`src/rtl/ddr3_emif_arbiter.sv`:
```
// Round-robin burst scheduler sharing one DDR3 EMIF Avalon-MM port between a
// burst-write requester and a burst-read requester, with read-beat credit tracking.
module ddr3_emif_arbiter #(
  parameter int MAX_BURST    = 16,
  parameter int MAX_RD_BEATS = 32
) (
  input  logic         ddr3_emif_clk,
  input  logic         ddr3_emif_rst_n,
  input  logic         wr_cmd_valid,
  input  logic [24:0]  wr_cmd_addr,
  input  logic [4:0]   wr_cmd_len,
  output logic         wr_cmd_ready,
  input  logic [255:0] wr_data,
  output logic         wr_data_ack,
  input  logic         rd_cmd_valid,
  input  logic [24:0]  rd_cmd_addr,
  input  logic [4:0]   rd_cmd_len,
  output logic         rd_cmd_ready,
  output logic [255:0] rd_data,
  output logic         rd_data_valid,
  input  logic         ddr3_emif_ready,
  output logic         ddr3_emif_read,
  output logic         ddr3_emif_write,
  output logic [24:0]  ddr3_emif_addr,
  output logic [4:0]   ddr3_emif_burst_count,
  output logic [255:0] ddr3_emif_write_data,
  output logic [31:0]  ddr3_emif_byte_enable,
  input  logic [255:0] ddr3_emif_read_data,
  input  logic         ddr3_emif_rddata_valid,
  output logic [5:0]   rd_outstanding,
  output logic         busy,
  output logic         err_rdata
);

  localparam logic [4:0] MAX_LEN    = 5'(MAX_BURST);
  localparam logic [6:0] RD_CREDITS = 7'(MAX_RD_BEATS);

  typedef enum logic [1:0] {IDLE, WR_BURST, RD_CMD} state_e;

  state_e      state_q;
  logic        write_q, read_q;
  logic        wr_rdy_q, rd_rdy_q;
  logic        last_rd_q;
  logic        err_q, err_d;
  logic [24:0] addr_q;
  logic [4:0]  len_q, beat_q;
  logic [5:0]  rd_out_q, rd_out_d;

  logic [4:0]  wr_len, rd_len;
  logic        rd_elig, grant_wr, grant_rd, rd_acc, wr_beat;

  function automatic logic [4:0] eff_len(input logic [4:0] len);
    if (len == 5'd0)  return 5'd1;
    if (len > MAX_LEN) return MAX_LEN;
    return len;
  endfunction

  assign wr_len  = eff_len(wr_cmd_len);
  assign rd_len  = eff_len(rd_cmd_len);
  assign rd_elig = rd_cmd_valid && (({2'b00, rd_len} + {1'b0, rd_out_q}) <= RD_CREDITS);

  // An ineligible read never competes, so it cannot hold off a write.
  assign grant_wr = wr_cmd_valid && (!rd_elig || last_rd_q);
  assign grant_rd = rd_elig && (!wr_cmd_valid || !last_rd_q);

  assign rd_acc  = read_q && ddr3_emif_ready;
  assign wr_beat = write_q && ddr3_emif_ready;

  // Return beats with nothing outstanding are flagged rather than underflowing the credit count.
  assign rd_out_d = rd_out_q
                  + (rd_acc ? {1'b0, len_q} : 6'd0)
                  - ((ddr3_emif_rddata_valid && (rd_out_q != 6'd0)) ? 6'd1 : 6'd0);
  assign err_d    = err_q | (ddr3_emif_rddata_valid && (rd_out_q == 6'd0));

  always_ff @(posedge ddr3_emif_clk or negedge ddr3_emif_rst_n) begin
    if (!ddr3_emif_rst_n) begin
      state_q   <= IDLE;
      write_q   <= 1'b0;
      read_q    <= 1'b0;
      wr_rdy_q  <= 1'b0;
      rd_rdy_q  <= 1'b0;
      last_rd_q <= 1'b1;
      err_q     <= 1'b0;
      addr_q    <= '0;
      len_q     <= '0;
      beat_q    <= '0;
      rd_out_q  <= '0;
    end else begin
      wr_rdy_q <= 1'b0;
      rd_rdy_q <= 1'b0;
      rd_out_q <= rd_out_d;
      err_q    <= err_d;
      case (state_q)
        IDLE: begin
          if (grant_wr) begin
            state_q   <= WR_BURST;
            write_q   <= 1'b1;
            addr_q    <= wr_cmd_addr;
            len_q     <= wr_len;
            beat_q    <= '0;
            wr_rdy_q  <= 1'b1;
            last_rd_q <= 1'b0;
          end else if (grant_rd) begin
            state_q   <= RD_CMD;
            read_q    <= 1'b1;
            addr_q    <= rd_cmd_addr;
            len_q     <= rd_len;
            rd_rdy_q  <= 1'b1;
            last_rd_q <= 1'b1;
          end
        end
        WR_BURST: begin
          if (wr_beat) begin
            beat_q <= beat_q + 5'd1;
            if (beat_q + 5'd1 == len_q) begin
              write_q <= 1'b0;
              state_q <= IDLE;
            end
          end
        end
        RD_CMD: begin
          if (ddr3_emif_ready) begin
            read_q  <= 1'b0;
            state_q <= IDLE;
          end
        end
        default: state_q <= IDLE;
      endcase
    end
  end

  assign wr_cmd_ready          = wr_rdy_q;
  assign rd_cmd_ready          = rd_rdy_q;
  assign wr_data_ack           = wr_beat;
  assign ddr3_emif_write       = write_q;
  assign ddr3_emif_read        = read_q;
  assign ddr3_emif_addr        = addr_q;
  assign ddr3_emif_burst_count = len_q;
  assign ddr3_emif_write_data  = wr_data;
  assign ddr3_emif_byte_enable = {32{1'b1}};
  assign rd_data               = ddr3_emif_read_data;
  assign rd_data_valid         = ddr3_emif_rddata_valid;
  assign rd_outstanding        = rd_out_q;
  assign busy                  = (state_q != IDLE);
  assign err_rdata             = err_q;

endmodule

```
`config.mk`:
```
export PLATFORM = sky130hd
export DESIGN_NAME = ddr3_emif_arbiter
export DESIGN_NICKNAME = d
export VERILOG_FILES = /design/src/rtl/ddr3_emif_arbiter.sv
export SDC_FILE = /design/constraint.sdc
export NUM_CORES = 1
export LEC_CHECK = 0
export BUFFER_PORTS_ARGS = -buffer_cell sky130_fd_sc_hd__buf_2
export CAP_MARGIN = 40
export CORE_AREA = 2 2 454 456
export CTS_CLUSTER_DIAMETER = 150
export CTS_CLUSTER_SIZE = 40
export DETAILED_ROUTE_END_ITERATION = 8
export DIE_AREA = 0 0 456 458
export GPL_ROUTABILITY_DRIVEN = 0
export PLACE_DENSITY = 0.3
export SYNTH_ARGS = -nofsm -noshare
export SYNTH_HDL_FRONTEND = slang
export SYNTH_SLANG_ARGS = --single-unit
```
`constraint.sdc`:
```
create_clock -name ddr3_emif_clk -period 2.6 [get_ports ddr3_emif_clk]
set_clock_uncertainty 0.15 [all_clocks]
set_input_delay 0.26 -clock ddr3_emif_clk [delete_from_list [all_inputs] [get_ports ddr3_emif_clk]]
set_output_delay 0.26 -clock ddr3_emif_clk [all_outputs]
set_load 0.01 [all_outputs]
```
== After elaboration in Yosys (flattened, before gate mapping) ==
Index checks and enable logic that the tools add are counted.

* Bits in registers: 49
* Bits in latches: 0
* Memory bits (writable): 0
* ROM bits: 0
* Input bits: 578
* Output and inout bits: 588
* Word-level logic and storage cells: 98
* Memories kept: 0

* $add $sub $neg: 4
* Multiply operators: 0
* Divide/modulo/power cells: 0
* Order comparisons: 3
* Eq/ne operators: 10
* Shifts and indexed selects: 0
* Multiplexer cells: 43
* Bitwise logic cells: 1
* Reductions and logical operators: 26

{| class="wikitable"
|+ Operators with widths
! cell !! count
|-
| 2-to-1 mux 5 bit || 13
|-
| 2-to-1 mux 25 bit || 2
|-
| 2-to-1 mux 1 bit || 19
|-
| != test 2 bit, second input constant || 6
|-
| AND reduction 4 bit || 3
|-
| > comparator 5 bit, second input constant || 2
|-
| zero test 5 bit || 2
|-
| 2-to-1 mux 2 bit || 5
|-
| one-hot mux 5 bit (2 select lines) || 1
|-
| nonzero test 2 bit || 4
|-
| adder 5 x 6 -> 7 bit || 1
|-
| less-or-equal comparator 7 x 6 -> 1 bit, second input constant || 1
|-
| logical AND 1 bit || 7
|-
| adder 6 x 5 -> 6 bit || 1
|-
| zero test 6 bit || 1
|-
| one-hot mux 2 bit (3 select lines) || 1
|-
| nonzero test 6 bit || 1
|-
| subtractor 6 x 1 -> 6 bit || 1
|-
| adder 5 x 1 -> 5 bit, second input constant || 1
|-
| == test 5 bit || 1
|-
| one-hot mux 1 bit (2 select lines) || 2
|-
| zero test 1 bit || 3
|-
| != test 3 bit, second input constant || 1
|-
| AND reduction 3 bit || 1
|-
| other kinds (6) || 7
|}

== Longest topological paths before layout ==
* Depth after elaboration: 13
* Gate-level depth with buffers: 14
* Mapped depth without buffers: 11

== Least setup slack after synthesis ==
No wires, ideal clock.

* Path kind: reg2reg
* Start: register rd_out_q[0] (netlist: rd_outstanding[0])
* End: register len_q[2] (netlist: ddr3_emif_burst_count[2])
* Setup time: 0.125 ns
* Data arrival time: 2.518 ns
* Data required time: 2.325 ns
* Slack: -0.193 ns
* Cell stages (with the launch flop): 10
* Path buffers: 1
* Path through: dfrtp_1 -> ha_1 -> fa_1 -> and3_1 -> o21a_1 -> o221ai_1 -> a21oi_2 -> o21ai_2 -> buf_6 -> mux2_4

* Word-level cells in the longest chain between the ends: 8

{| class="wikitable"
|+ Ends and longest elaborated chain
! item !! RTL line !! RTL
|-
| start, declared || 47 || <nowiki>logic [5:0] rd_out_q, rd_out_d;</nowiki>
|-
| start signal, assigned || 91 || <nowiki>rd_out_q <= rd_out_d;</nowiki>
|-
| adder 5 x 6 -> 7 bit * || 60 || <nowiki>assign rd_elig = rd_cmd_valid && (({2'b00, rd_len} + {1'b0, rd_out_q}) <= RD_CREDITS);</nowiki>
|-
| less-or-equal comparator 7 x 6 -> 1 bit * || 60 ||
|-
| logical AND 1 bit * || 60 ||
|-
| zero test 1 bit || 63 || <nowiki>assign grant_wr = wr_cmd_valid && (!rd_elig || last_rd_q);</nowiki>
|-
| logical OR 1 bit || 63 ||
|-
| logical AND 1 bit || 63 ||
|-
| nonzero test 2 bit (no source line) || -- ||
|-
| AND reduction 2 bit (no source line) || -- ||
|-
| end signal, assigned || 99 || <nowiki>len_q <= wr_len;</nowiki>
|-
| end signal, assigned || 107 || <nowiki>len_q <= rd_len;</nowiki>
|-
| end, declared || 46 || <nowiki>logic [4:0] len_q, beat_q;</nowiki>
|}

Every way passes the cells marked *; elsewhere a longest branch is shown, timed or not.
A chain may end at the register's enable or synchronous reset.

== Worst setup path in the final report ==
* Start: register rd_out_q[1] (netlist: rd_outstanding[1])
* End: register addr_q[4] (netlist: ddr3_emif_addr[4])

* Word-level cells in the longest chain between the ends: 8

{| class="wikitable"
|+ Ends and longest elaborated chain
! item !! RTL line !! RTL
|-
| adder 5 x 6 -> 7 bit * || 60 ||
|-
| less-or-equal comparator 7 x 6 -> 1 bit * || 60 ||
|-
| logical AND 1 bit * || 60 ||
|-
| zero test 1 bit || 63 ||
|-
| logical OR 1 bit || 63 ||
|-
| logical AND 1 bit || 63 ||
|-
| nonzero test 2 bit (no source line) || -- ||
|-
| AND reduction 2 bit (no source line) || -- ||
|-
| end signal, assigned || 98 || <nowiki>addr_q <= wr_cmd_addr;</nowiki>
|-
| end signal, assigned || 106 || <nowiki>addr_q <= rd_cmd_addr;</nowiki>
|-
| end, declared || 45 || <nowiki>logic [24:0] addr_q;</nowiki>
|}

Marks and branches as above.

==> run metrics <==
outcome=finished with violations; failing checks=setup timing; FMAX=between 300 and 400 MHz; Slew Viols, Final=0; total number of vias=roughly 4300; crit start category=flop; peak fanout along the critical path=20; core area=approximately 200000 µm²; Skew-Pair Late Insertion Delay=around 0.34 ns; clk buf depth=2; clock power share=0.178; htree depth=2; CTS Sinks=between 40 and 50; most common cell in the synthesized netlist=buf_4; Int Power=2810 µW; share of flip-flops with an asynchronous set or reset=1.00; die width=456 µm; setup_tns=-2.26 ns; Unique masters post-synth=56; Post-Place Cell Area=7600 µm²; post-route worst hold slack=between 0.03 and 0.04 ns; first-pass GRT wire length=112000 µm; final period utilization=1.04; Req. time, crit path=approximately 2.7 ns; placed cells=3168; total track usage=0.0944; fraction of layout cells with a size suffix above 1=0.496; Non-Filler Instances=about 3200; die area=about 210000 µm²; setup violators final=34; Fin. Hold Viols=0; register area share after synthesis=0.167; Net Sw Power=between 2000 and 2500 µW; initial drt markers=about 250; root buf cell=clkbuf_16; fin util=0.0394; HP Class=in2reg; Cell Rows=around 170; Net Sw Frac=0.446; Routed WL=between 100000 and 150000 µm; peak supply drop=between 0.4 and 0.5 mV; crit path kind=reg2reg; Post-synth EDFFs=0; final worst slack=-0.117 ns; ys flop type=dfrtp_1; Final ANT Viol Nets=0; # fillers=24100; top cells by area, synth=buf_4 56%, dfrtp_1 16%, o32ai_2 4.0%, ha_1 2.7%, inv_1 2.6%; CTS buffer count=5; Die Height=458 µm; headroom to the max-slew limit=0.469; Sequential Power Share=0.261; Tmin final=between 2 and 3 ns; Commonest cells post-synth=546 x buf_4, 50 x inv_1, 48 x dfrtp_1; Worst Max-Slew Pin Slew=around 0.8 ns; Mapped Cells=860; DRC=0; IO buf count=109; Syn Std Cell Area=approximately 7300 µm²; CTS tree=done; #FFs+latches synth=49; Ports=between 1000 and 1500; largest net degree at the start of global routing=45; synth warn=0; Total Nets Final=1093; # Max-Cap Violations=0; crit path DAT=2.79 ns; cell leakage power=around 0.0024 µW; PD cells=between 600 and 700 nW/µm²; antenna violations before repair=29; leading area contributor after synthesis=buf_4; mean post-synth cell area=8.54 µm²; TritonRoute pass-1 iters=6; RSZ-0062 raised after global routing=true; grt ovf=0; dpl hpwl=96700 µm; Initial Util=0.0361; crit path capture type=flop; Vias/cell=~1.4; area delta synth->final=9.26%; fin area=roughly 8000 µm²; power share of the combinational group=0.562; WL/cell=roughly 32 µm; CTS clock-pin slew for the worst setup and hold paths=around 0.10 ns; Yosys top cell area share=0.558; vias in the first global route=4215
## cell families (layout without fill, tap and decap cells)
| kind of cell | count (synthesis) | count (layout) | share of synthesized area |
|---|---|---|---|
| buf+inv | 609 | 216 | 0.597 |
| xor+xnor | 13 | 13 | 0.0155 |
| flops | 49 | 49 | 0.167 |
| simple gates | 62 | 62 | 0.0431 |
| other cells | 1 | 35 | 0.000510 |
| fa+ha+maj | 18 | 18 | 0.0327 |
| compound gates | 102 | 102 | 0.134 |
| mux | 6 | 6 | 0.0102 |
## worst max-delay path, stage by stage, from the launching register on
cell,delay [ns]
dfrtp_2,0.44
ha_4,0.24
a211o_1,0.33
and3_4,0.18
or3_4,0.41
a211o_2,0.38
buf_12,0.16
o32ai_2,0.18
a21oi_2,0.04
## routing by layer
layer	track usage	up-vias	wire, µm
met5	0.00666	-	345
met1	0.0387	1815	14300
li1	-	1453	-
met2	0.164	882	50800
met3	0.148	163	34200
met4	0.0270	34	2890
## through the flow
stage	worst slack [ns]	power, µW
2_1_floorplan	-0.0682	3610
3_3_place_gp	-0.458	4050
3_5_place_dp	-0.454	4040
4_1_cts	-0.119	5070
5_1_grt	-0.215	5450
6_report	-0.117	5070
## cell usage in the layout, fill, tap and decap left out, types with 7 or more instances in the layout
cell type,Yosys,final
buf_2,1,108
inv_1,50,50
dfrtp_1,48,47
buf_4,546,41
conb_1,1,32
a21oi_2,21,22
o32ai_2,18,18
nand2_1,13,12
ha_1,16,12
a21oi_1,13,11
nor2_1,13,10
xnor2_1,8,8
nand3_1,7,7
## what timing repair did
action | CTS | global route
cloned | 0 | 0
pin swaps | 7 | 13
endpoints found under the hold margin | 42 | 0
gates resized for setup | 8 | 19
hold buffers | 1 | 0
endpoints found under the setup margin | 38 | 42
buffers inserted | 6 | 4
## power groups by stage
stage | Combinational [µW] | Clock (µW) | Sequential [µW]
2_1_floorplan | 2210 | 0 | 1400
3_3_place_gp | 2720 | 0 | 1330
3_5_place_dp | 2710 | 0 | 1330
4_1_cts | 2790 | 963 | 1320
5_1_grt | 3110 | 964 | 1370
6_report | 2850 | 901 | 1320
## registers in the layout, indices dropped and copies added, names as in the netlist, 2 cells and up
register / cells
ddr3_emif_addr: 25
rd_outstanding: 6
beat_q: 5
ddr3_emif_burst_count: 5
state_q: 2
## final timing paths
kind,from,to,slack [ns],cells after the start
min,rd_cmd_addr[1],ddr3_emif_addr[1]$_DFFE_PN0P_,0.04,3
max reg2reg,rd_outstanding[1]$_DFF_PN0_,ddr3_emif_addr[4]$_DFFE_PN0P_,-0.12,8
min reg2reg,err_rdata$_DFF_PN0_,err_rdata$_DFF_PN0_,0.35,1
max,rd_outstanding[1]$_DFF_PN0_,ddr3_emif_addr[4]$_DFFE_PN0P_,-0.12,8
max in group asynchronous,ddr3_emif_rst_n,rd_outstanding[1]$_DFF_PN0_,1.32,2
min in group asynchronous,ddr3_emif_rst_n,ddr3_emif_addr[17]$_DFFE_PN0P_,0.36,2
## layout make-up
class	count	area (µm²)	share of cell area
antenna	3	7.51	0.000935
clock buffer	5	125	0.0156
clock inverter	3	50.0	0.00623
inverter	50	188	0.0234
multi-input combinational	233	2070	0.258
sequential	49	1230	0.153
tap	2688	3360	0.419
timing repair buffer	158	992	0.124
Note: power is estimated with default switching activity, not from simulation.
